`src/rtl/ctrl_pkg.sv`:
```
// Shared types and encodings for the multicycle ARM control FSM.
package ctrl_pkg;

  localparam int unsigned STATE_BITS = 4;

  typedef enum logic [STATE_BITS-1:0] {
    S_FETCH    = 4'd0,
    S_DECODE   = 4'd1,
    S_MEMADR   = 4'd2,
    S_MEMREAD  = 4'd3,
    S_MEMWB    = 4'd4,
    S_MEMWRITE = 4'd5,
    S_EXECR    = 4'd6,
    S_EXECI    = 4'd7,
    S_ALUWB    = 4'd8,
    S_BLINK    = 4'd9,
    S_BRANCH   = 4'd10
  } state_t;

  localparam logic [3:0] CMD_ADD = 4'b0100;
  localparam logic [3:0] CMD_SUB = 4'b0010;
  localparam logic [3:0] CMD_CMP = 4'b1010;

  localparam logic [1:0] IMM_DP8   = 2'b00;
  localparam logic [1:0] IMM_MEM12 = 2'b01;
  localparam logic [1:0] IMM_BR24  = 2'b10;

  localparam logic [1:0] RES_ALUOUT = 2'b00;
  localparam logic [1:0] RES_DATA   = 2'b01;
  localparam logic [1:0] RES_ALURES = 2'b10;

  localparam logic [3:0] COND_EQ = 4'b0000;
  localparam logic [3:0] COND_NE = 4'b0001;
  localparam logic [3:0] COND_AL = 4'b1110;

  localparam logic [1:0] OP_DP  = 2'b00;
  localparam logic [1:0] OP_MEM = 2'b01;
  localparam logic [1:0] OP_BR  = 2'b10;

  localparam logic [1:0] SRCB_REG  = 2'b00;
  localparam logic [1:0] SRCB_IMM  = 2'b01;
  localparam logic [1:0] SRCB_FOUR = 2'b10;

  // True when the instruction would write its Rd field back to the register file.
  function automatic logic writes_rd(input logic [1:0] op, input logic [5:0] funct);
    return ((op == OP_DP) && (funct[4:1] != CMD_CMP)) || ((op == OP_MEM) && funct[0]);
  endfunction

endpackage

```
`src/rtl/multicycle_controller_if.sv`:
```
// Controller <-> datapath bundle: IR fields and ALU zero in, selects and enables out.
interface multicycle_controller_if;
  logic [3:0] Cond;
  logic [1:0] Op;
  logic [5:0] Funct;
  logic [3:0] Rd;
  logic       Zero_bit;

  logic       pc_write_enable;
  logic       address_select;
  logic       memory_write_enable;
  logic       IR_write_enable;
  logic       reg_file_write_enable;
  logic       ALUsrcA;
  logic       shifter_input_select;
  logic       shifter_type_select;
  logic       shifter_amount_select;
  logic       dest_selectR14;
  logic [1:0] ALUsrcB;
  logic [1:0] RegSrc;
  logic [1:0] ImmSrc;
  logic [1:0] result_mux_select;
  logic [3:0] Alu_operation_select;

  modport master (
    input  Cond, Op, Funct, Rd, Zero_bit,
    output pc_write_enable, address_select, memory_write_enable, IR_write_enable,
           reg_file_write_enable, ALUsrcA, shifter_input_select, shifter_type_select,
           shifter_amount_select, dest_selectR14, ALUsrcB, RegSrc, ImmSrc,
           result_mux_select, Alu_operation_select
  );

  modport slave (
    output Cond, Op, Funct, Rd, Zero_bit,
    input  pc_write_enable, address_select, memory_write_enable, IR_write_enable,
           reg_file_write_enable, ALUsrcA, shifter_input_select, shifter_type_select,
           shifter_amount_select, dest_selectR14, ALUsrcB, RegSrc, ImmSrc,
           result_mux_select, Alu_operation_select
  );
endinterface

```
`src/rtl/multicycle_controller_cond_check.sv`:
```
// Condition-code evaluation against the stored Z flag (EQ, NE, AL only).
module multicycle_controller_cond_check
  import ctrl_pkg::*;
(
  input  logic [3:0] cond,
  input  logic       z,
  output logic       pass_c
);

  always_comb begin
    pass_c = 1'b0;
    case (cond)
      COND_EQ: pass_c = z;
      COND_NE: pass_c = !z;
      COND_AL: pass_c = 1'b1;
      default: pass_c = 1'b0;
    endcase
  end

endmodule

```
`src/rtl/multicycle_controller.sv`:
```
// Multicycle ARM control FSM: one state per cycle, Moore outputs, holds the Z flag.
module multicycle_controller
  import ctrl_pkg::*;
#(
  parameter int unsigned STATE_WIDTH = 4
) (
  input  logic                   clk,
  input  logic                   reset,
  multicycle_controller_if.master bus,
  output logic [STATE_WIDTH-1:0] state_dbg
);

  state_t     state_q;
  state_t     state_d;
  logic       z_q;
  logic       z_write;
  logic       cond_pass_c;
  logic       decode_nop_c;
  logic [3:0] cmd;
  logic [3:0] dp_alu_op;
  logic       is_str;
  logic       is_branch;

  assign cmd       = bus.Funct[4:1];
  assign dp_alu_op = (cmd == CMD_CMP) ? CMD_SUB : cmd;
  assign is_str    = (bus.Op == OP_MEM) && !bus.Funct[0];
  assign is_branch = (bus.Op == OP_BR);
  assign state_dbg = STATE_WIDTH'(state_q);

  multicycle_controller_cond_check u_cond_check (
    .cond   (bus.Cond),
    .z      (z_q),
    .pass_c (cond_pass_c)
  );

  // State register
  always_ff @(posedge clk) begin
    if (reset) state_q <= S_FETCH;
    else       state_q <= state_d;
  end

  // Architectural Z flag; reset wins over a same-cycle flag update
  always_ff @(posedge clk) begin
    if (reset)        z_q <= 1'b0;
    else if (z_write) z_q <= bus.Zero_bit;
  end

  // Next-state logic
  always_comb begin
    state_d      = S_FETCH;
    decode_nop_c = !cond_pass_c || (bus.Op == 2'b11) ||
                   ((bus.Rd == 4'd15) && writes_rd(bus.Op, bus.Funct));
    case (state_q)
      S_FETCH:  state_d = S_DECODE;
      S_DECODE: begin
        if (decode_nop_c)          state_d = S_FETCH;
        else if (bus.Op == OP_DP)  state_d = bus.Funct[5] ? S_EXECI : S_EXECR;
        else if (bus.Op == OP_MEM) state_d = S_MEMADR;
        else                       state_d = bus.Funct[4] ? S_BLINK : S_BRANCH;
      end
      S_MEMADR:         state_d = bus.Funct[0] ? S_MEMREAD : S_MEMWRITE;
      S_MEMREAD:        state_d = S_MEMWB;
      S_EXECR, S_EXECI: state_d = (cmd == CMD_CMP) ? S_FETCH : S_ALUWB;
      S_BLINK:          state_d = S_BRANCH;
      default:          state_d = S_FETCH;
    endcase
  end

  // Output logic
  always_comb begin
    bus.pc_write_enable       = 1'b0;
    bus.address_select        = 1'b0;
    bus.memory_write_enable   = 1'b0;
    bus.IR_write_enable       = 1'b0;
    bus.reg_file_write_enable = 1'b0;
    bus.ALUsrcA               = 1'b0;
    bus.shifter_input_select  = 1'b0;
    bus.shifter_type_select   = 1'b0;
    bus.shifter_amount_select = 1'b0;
    bus.dest_selectR14        = 1'b0;
    bus.ALUsrcB               = SRCB_REG;
    bus.RegSrc                = 2'b00;
    bus.ImmSrc                = IMM_DP8;
    bus.result_mux_select     = RES_ALUOUT;
    bus.Alu_operation_select  = 4'b0000;
    z_write                   = 1'b0;
    case (state_q)
      S_FETCH: begin
        bus.IR_write_enable      = 1'b1;
        bus.pc_write_enable      = 1'b1;
        bus.ALUsrcA              = 1'b1;
        bus.ALUsrcB              = SRCB_FOUR;
        bus.Alu_operation_select = CMD_ADD;
        bus.result_mux_select    = RES_ALURES;
      end
      S_DECODE: bus.RegSrc = {is_branch, is_str};
      S_EXECR: begin
        bus.ALUsrcB              = SRCB_REG;
        bus.Alu_operation_select = dp_alu_op;
        z_write                  = bus.Funct[0] || (cmd == CMD_CMP);
      end
      S_EXECI: begin
        bus.ALUsrcB              = SRCB_IMM;
        bus.ImmSrc               = IMM_DP8;
        bus.Alu_operation_select = dp_alu_op;
        z_write                  = bus.Funct[0] || (cmd == CMD_CMP);
      end
      S_ALUWB: begin
        bus.result_mux_select     = RES_ALUOUT;
        bus.reg_file_write_enable = 1'b1;
      end
      S_MEMADR: begin
        bus.RegSrc               = {1'b0, is_str};
        bus.ALUsrcB              = SRCB_IMM;
        bus.ImmSrc               = IMM_MEM12;
        bus.Alu_operation_select = bus.Funct[3] ? CMD_ADD : CMD_SUB;
      end
      S_MEMREAD: begin
        bus.address_select    = 1'b1;
        bus.result_mux_select = RES_ALUOUT;
      end
      S_MEMWB: begin
        bus.result_mux_select     = RES_DATA;
        bus.reg_file_write_enable = 1'b1;
      end
      S_MEMWRITE: begin
        bus.RegSrc              = 2'b01;
        bus.address_select      = 1'b1;
        bus.result_mux_select   = RES_ALUOUT;
        bus.memory_write_enable = 1'b1;
      end
      S_BLINK: begin
        bus.RegSrc                = 2'b10;
        bus.ALUsrcB               = SRCB_FOUR;
        bus.Alu_operation_select  = CMD_SUB;
        bus.result_mux_select     = RES_ALURES;
        bus.dest_selectR14        = 1'b1;
        bus.reg_file_write_enable = 1'b1;
      end
      S_BRANCH: begin
        bus.RegSrc               = 2'b10;
        bus.ALUsrcB              = SRCB_IMM;
        bus.ImmSrc               = IMM_BR24;
        bus.Alu_operation_select = CMD_ADD;
        bus.result_mux_select    = RES_ALURES;
        bus.pc_write_enable      = 1'b1;
      end
      default: ;
    endcase
    // Reset suppresses every write, including one mid-instruction
    if (reset) begin
      bus.pc_write_enable       = 1'b0;
      bus.memory_write_enable   = 1'b0;
      bus.IR_write_enable       = 1'b0;
      bus.reg_file_write_enable = 1'b0;
      z_write                   = 1'b0;
    end
  end

endmodule

```
`src/flat_wrapper.sv`:
```
// flat-port wrapper written by rule: the top's interface ports become plain ports
module multicycle_controller_flat import ctrl_pkg::*;
#(
  parameter int unsigned STATE_WIDTH = 4
)
  (clk, reset, state_dbg, bus_Cond, bus_Op, bus_Funct, bus_Rd, bus_Zero_bit, bus_pc_write_enable, bus_address_select, bus_memory_write_enable, bus_IR_write_enable, bus_reg_file_write_enable, bus_ALUsrcA, bus_shifter_input_select, bus_shifter_type_select, bus_shifter_amount_select, bus_dest_selectR14, bus_ALUsrcB, bus_RegSrc, bus_ImmSrc, bus_result_mux_select, bus_Alu_operation_select);
  multicycle_controller_if bus_i ();
  input  logic clk;
  input  logic reset;
  output logic [STATE_WIDTH-1:0] state_dbg;
  input wire logic [$bits(bus_i.Cond)-1:0] bus_Cond;
  input wire logic [$bits(bus_i.Op)-1:0] bus_Op;
  input wire logic [$bits(bus_i.Funct)-1:0] bus_Funct;
  input wire logic [$bits(bus_i.Rd)-1:0] bus_Rd;
  input wire logic [$bits(bus_i.Zero_bit)-1:0] bus_Zero_bit;
  output wire logic [$bits(bus_i.pc_write_enable)-1:0] bus_pc_write_enable;
  output wire logic [$bits(bus_i.address_select)-1:0] bus_address_select;
  output wire logic [$bits(bus_i.memory_write_enable)-1:0] bus_memory_write_enable;
  output wire logic [$bits(bus_i.IR_write_enable)-1:0] bus_IR_write_enable;
  output wire logic [$bits(bus_i.reg_file_write_enable)-1:0] bus_reg_file_write_enable;
  output wire logic [$bits(bus_i.ALUsrcA)-1:0] bus_ALUsrcA;
  output wire logic [$bits(bus_i.shifter_input_select)-1:0] bus_shifter_input_select;
  output wire logic [$bits(bus_i.shifter_type_select)-1:0] bus_shifter_type_select;
  output wire logic [$bits(bus_i.shifter_amount_select)-1:0] bus_shifter_amount_select;
  output wire logic [$bits(bus_i.dest_selectR14)-1:0] bus_dest_selectR14;
  output wire logic [$bits(bus_i.ALUsrcB)-1:0] bus_ALUsrcB;
  output wire logic [$bits(bus_i.RegSrc)-1:0] bus_RegSrc;
  output wire logic [$bits(bus_i.ImmSrc)-1:0] bus_ImmSrc;
  output wire logic [$bits(bus_i.result_mux_select)-1:0] bus_result_mux_select;
  output wire logic [$bits(bus_i.Alu_operation_select)-1:0] bus_Alu_operation_select;
  assign bus_i.Cond = bus_Cond;
  assign bus_i.Op = bus_Op;
  assign bus_i.Funct = bus_Funct;
  assign bus_i.Rd = bus_Rd;
  assign bus_i.Zero_bit = bus_Zero_bit;
  assign bus_pc_write_enable = bus_i.pc_write_enable;
  assign bus_address_select = bus_i.address_select;
  assign bus_memory_write_enable = bus_i.memory_write_enable;
  assign bus_IR_write_enable = bus_i.IR_write_enable;
  assign bus_reg_file_write_enable = bus_i.reg_file_write_enable;
  assign bus_ALUsrcA = bus_i.ALUsrcA;
  assign bus_shifter_input_select = bus_i.shifter_input_select;
  assign bus_shifter_type_select = bus_i.shifter_type_select;
  assign bus_shifter_amount_select = bus_i.shifter_amount_select;
  assign bus_dest_selectR14 = bus_i.dest_selectR14;
  assign bus_ALUsrcB = bus_i.ALUsrcB;
  assign bus_RegSrc = bus_i.RegSrc;
  assign bus_ImmSrc = bus_i.ImmSrc;
  assign bus_result_mux_select = bus_i.result_mux_select;
  assign bus_Alu_operation_select = bus_i.Alu_operation_select;
  multicycle_controller #(.STATE_WIDTH(STATE_WIDTH)) u_core (.clk(clk), .reset(reset), .bus(bus_i), .state_dbg(state_dbg));
endmodule
```
`config.mk`:
```
export PLATFORM = sky130hd
export DESIGN_NAME = multicycle_controller_flat
export DESIGN_NICKNAME = d
export VERILOG_FILES = /design/src/rtl/ctrl_pkg.sv /design/src/rtl/multicycle_controller_if.sv /design/src/rtl/multicycle_controller_cond_check.sv /design/src/rtl/multicycle_controller.sv /design/src/flat_wrapper.sv
export SDC_FILE = /design/constraint.sdc
export NUM_CORES = 1
export LEC_CHECK = 0
export CAP_MARGIN = 20
export CORE_AREA = 10 10 57 59
export DETAILED_ROUTE_END_ITERATION = 8
export DIE_AREA = 0 0 67 69
export PLACE_DENSITY = 0.8
export SETUP_SLACK_MARGIN = 0.1
export SKIP_LAST_GASP = 1
export SLEW_MARGIN = 20
export SYNTH_ARGS = -nofsm -noshare
export SYNTH_HDL_FRONTEND = slang
export SYNTH_SLANG_ARGS = --single-unit
```
`constraint.sdc`:
```
create_clock -name clk -period 1.25 [get_ports clk]
set_input_delay 0.25 -clock clk [delete_from_list [all_inputs] [get_ports clk]]
set_output_delay 0.25 -clock clk [all_outputs]
set_load 0.02 [all_outputs]
```
# == Word-level counts from Yosys, hierarchy flattened ==
# Index checks and enable logic that the tools add are counted.
# classes
n_eq_ne,18
muxes,28
reduce_logical,22
# op_table
op,n
$eq 4x4->1 const B,6
$pmux 4 s6,1
$mux 4,5
$eq 4x3->1 const B,4
$pmux 4 s4,1
$mux 1,13
$pmux 2 s2,3
$reduce_or 2->1,5
$reduce_or 3->1,3
$eq 4x1->1 const B,2
$eq 4x2->1 const B,2
$logic_not 4->1,2
$pmux 2 s4,1
$mux 3,2
$eq 2x2->1 const B,2
$logic_and 1x1->1,4
$logic_or 1x1->1,4
$ne 4x4->1 const B,1
$logic_not 1->1,3
$pmux 1 s3,1
$eq 2x1->1 const B,1
$logic_not 2->1,1
$mux 2,1
# totals
register_bits,5
word_cells,70

# == Logic depth before layout (Yosys ltp) ==
# Gate-level depths: netlist (run 1).
# logic_depth
word_depth,7
depth_mapped,6
ltp_nobuf,5

# == Modules after synthesis ==
# A second synthesis (run 1) with hierarchy kept.
# unflattened
hier_cells,90
area_unflattened_um2,621.8
# modules_own_cells
mod,n_inst,cells_each,area_per_inst_um2,seq_area_each_um2
multicycle_controller,1,87,588.1,100.1
multicycle_controller_cond_check,1,3,33.8,0.0

# == Least setup slack after synthesis (run 1) ==
# Ideal clock, no wire load.
# synth_path
kind,register to output
startpoint,reg u_core.state_q[1] (netlist: u_core.state_dbg[1])
endpoint,out bus_pc_write_enable
arrival_time_ns,1.573
required_time_ns,1.000
setup_slack_ns,-0.573
stages_incl_launch_ff,6
path_buffers,1
path_cell_list,dfxtp_1 -> buf_2 -> nand2b_1 -> nor2_1 -> inv_1 -> a21oi_1
# synth_between
elab_chain_len,4
# synth_lines
element,line,rtl
start: declaration,multicycle_controller.sv:13,state_t state_q;
start signal: assignment,multicycle_controller.sv:39,else state_q <= state_d;
$eq 4x4->1 or $logic_not 4->1 (tied branches),multicycle_controller.sv:87,case (state_q)
$reduce_or 2->1 (no line) (*),n/a,
$mux 1 (*),multicycle_controller.sv:87,
$mux 1 (*),multicycle_controller.sv:151,if (reset) begin
end: declaration,flat_wrapper.sv:16,output wire logic [$bits(bus_i.pc_write_enable)-1:0] bus_pc_write_enable;
# Mark *: on every way between the ends. The rest lies on a longest branch, timed or not.

# == Worst setup path after layout (run 1) ==
# layout_path
startpoint,reg u_core.state_q[3] (netlist: u_core.state_dbg[3])
endpoint,out bus_IR_write_enable
# layout_between
elab_chain_len,3
# layout_lines
element,line,rtl
$logic_not 4->1,multicycle_controller.sv:87,
$mux 1,multicycle_controller.sv:87,
$mux 1,multicycle_controller.sv:151,
end: declaration,flat_wrapper.sv:19,output wire logic [$bits(bus_i.IR_write_enable)-1:0] bus_IR_write_enable;
# No other way between the ends.

==> flow_summary.json, run 1 <==
{
  "status": "complete, but fails checks",
  "failed_checks": "setup timing",
  "cp-end-kind": "output pin",
  "fin_nets": 204,
  "numCtsBuffers": 3,
  "synth_cells": 93,
  "pre_cts_ws_ns": -0.760,
  "crit_fanout": 8,
  "fillCellCount": 120,
  "p_switching_w": 0.000293,
  "multi_input_area_um2": 736,
  "hold_path.class": "register to register",
  "start_kind": "register",
  "clk_latency_ns": 0.25,
  "grt_pass1_wl_mm": 6.31,
  "fin_util_pct": 83.6,
  "rsz0062_at_grt": "yes",
  "die_area_mm2": 0.00462,
  "hpwl_mm": 2.44,
  "crit_type": "register to output pin",
  "fin_cells": 213,
  "root_buffer": "clkbuf_4",
  "coreArea_mm2": 0.00215,
  "first_global_vias": 1228,
  "pwr-share-comb_pct": 53.7,
  "ctsHoldBuffers": 0,
  "p_leak_nw": 0.770,
  "die_h_um": 69,
  "finalPower_w": 0.000789,
  "final-hold-violation-count": 0,
  "port_buffers": 41,
  "cap_violations": 0,
  "gr-total-overflow": 0,
  "htreeDepth": 1,
  "grt.total_usage_pct": 16.8,
  "synthesis.area_um2": 619,
  "sw_frac_of_total_pct": 37.1,
  "synth_cell_types": 35,
  "vias": 1148,
  "cp.arrival_ns": 1.46,
  "pin_count": 45,
  "period_needed_ns": 1.71,
  "ant_nets": 0,
  "synthToLayoutAreaGrowth_pct": 190,
  "start_util_pct": 28.8,
  "final_max_slew_viol_count": 0,
  "ir_worst_vdd_uv": 594,
  "fp.dieW_um": 67,
  "fp-row-count": 17,
  "cts_tree": "built",
  "drt_first_pass_iters": 4,
  "clk_pin_slew_ns": 0.05,
  "p_seq_share_pct": 21.9,
  "intPower_w": 0.000497,
  "tns_ns": -7.97,
  "setup_viol": 26,
  "period_share_pct": 137,
  "post-route-drc-count": 0,
  "drt-total-wl_mm": 4.39,
  "layout-drive-gt1-share_pct": 71.2,
  "ys_seq_area_share_pct": 16.2,
  "power_density_mw_per_mm2": 440,
  "gp_congestion": 0.840,
  "viasPerCell": 5.39,
  "drt_iter0_markers": 65,
  "clkSinkCount": 5,
  "wl_per_cell_um": 20.6,
  "timing.fmax_mhz": 585,
  "grt_max_degree": 11,
  "dp_cells": 187,
  "grt_antenna_before_repair": 1,
  "cts_buffer_depth": 2,
  "synth_area_per_cell_um2": 6.66,
  "yosys_warnings": 0,
  "setup_ws_ns": -0.459,
  "clkPwrFrac_pct": 24.4,
  "fin_skew_ns": 0.00291,
  "required_ns": 1.00,
  "regArea_um2": 115,
  "synth_seq_cells": 5
}
-- final timing paths --
kind	startpoint	to	slack [ns]	cells past startpoint
setup / recovery	u_core.state_dbg[3]$_SDFF_PP0_	bus_IR_write_enable	-0.46	4
hold / removal	u_core.z_q$_SDFFE_PP0P_	u_core.z_q$_SDFFE_PP0P_	0.59	2
setup reg to reg	u_core.state_dbg[3]$_SDFF_PP0_	u_core.state_dbg[1]$_SDFF_PP0_	-0.38	6
hold reg to reg	u_core.z_q$_SDFFE_PP0P_	u_core.z_q$_SDFFE_PP0P_	0.59	2
-- cells in the mapped netlist --
cell,n,area share (%)
nor2_1,11,6.7
dfxtp_1,5,16
mux2i_1,1,1.6
nand4b_1,1,1.4
nand4_1,4,4.0
nand3_1,3,2.4
nand4bb_1,1,1.8
buf_4,3,3.6
nand2_1,5,3.0
o2111ai_1,1,1.4
or3_1,1,1.0
o21ai_0,6,4.8
nand2b_1,7,7.1
mux2_2,1,1.8
a221o_1,1,1.6
a22oi_1,1,1.2
a21oi_2,1,1.4
and3_1,1,1.0
buf_2,3,2.4
or3b_1,1,1.4
and3b_1,1,1.4
clkbuf_1,2,1.2
nor2b_1,1,1.0
nor3_2,1,1.6
o41ai_2,1,2.6
nor3_1,7,5.7
inv_1,6,3.6
a211o_1,1,1.4
or4b_4,1,2.2
and4b_1,1,1.6
a21oi_1,9,7.3
and2_1,1,1.0
conb_1,1,0.61
a21boi_1,1,1.2
xnor2_1,1,1.4
-- worst max-delay path, cell delays in order, from the launching register on --
cell and delay, ns:
dfxtp_4 0.38, nor2_2 0.23, nand3_4 0.16, nor2_2 0.16, clkdlybuf4s15_2 0.29
-- area by class of cell --
class / count / share of cell area (%)
Antenna cell: 1 / 0.139
Clock buffer: 4 / 1.46
Inverter: 6 / 1.25
Multi-Input combinational cell: 76 / 41.0
Sequential cell: 5 / 6.41
Tap cell: 28 / 1.95
Timing Repair Buffer: 93 / 47.8
-- cell usage in the layout (no fill, tap or decap), types with 4 or more instances in the layout --
cell type        synthesis  layout
clkdlybuf4s50_1          0      13
nor3_4                   0       6
buf_4                    3      44
inv_2                    0       4
nor2_4                   0       5
nand4_1                  4       4
dfxtp_4                  0       4
buf_6                    0      24
nand2b_4                 0       4
a21oi_2                  1       6
dlygate4sd2_1            0       5
-- power by group through the flow --
stage	Combinational, W	Clock [W]	Sequential (W)
after floorplan	0.000171	0	0.000171
after global placement	0.000339	0	0.000177
after detailed placement	0.000347	0	0.000177
after CTS	0.000382	0.000190	0.000170
after global routing	0.000446	0.000220	0.000173
final	0.000424	0.000193	0.000173
-- routing by layer --
layer	share of wire, %	routed length (um)	GRT usage (%)	up-vias
met3	6.9	303	3.86	19
met5	0	0	0	-
met1	39	1690	17.4	557
li1	-	-	-	513
met4	5.2	227	11.1	0
met2	49	2170	28.5	59
-- stage by stage --
step	area, um2	hold slack, ns
final	1800	0.589
after global routing	1800	0.622
after CTS	1680	0.570
after detailed placement	1420	0.530
after global placement	1420	0.523
after floorplan	822	0.322
-- registers in the layout, summed over array words and instances (netlist names) --
signal and flops:
u_core.state_dbg 4, u_core.z_q 1
-- kinds of logic (layout without fill, tap and decap cells) --
logic type	Yosys count	count (layout)	synth area share (%)
and+or+nand+nor	48	48	44.4
AOI/OAI and AO/OA	22	22	23.0
buffers and inverters	14	103	10.9
DFF	5	5	16.2
muxes	2	2	3.43
other	1	4	0.605
xor gates and xnor gates	1	1	1.41
-- timing repair --
item                                    4_1_cts  5_1_grt
endpoints found under the setup margin       28       28
gates resized for setup                     145       20
gates cloned                                  0        0
setup buffers                                17        6
pin swaps                                    18        7
Note: power is estimated with default switching activity, not from simulation.
==> run 2: changes to the inputs <==
Settings changed: SLEW_MARGIN 20 to default.
==> results of run 2 <==
The final DEF is identical to that of run 1; final timing and power are the same.
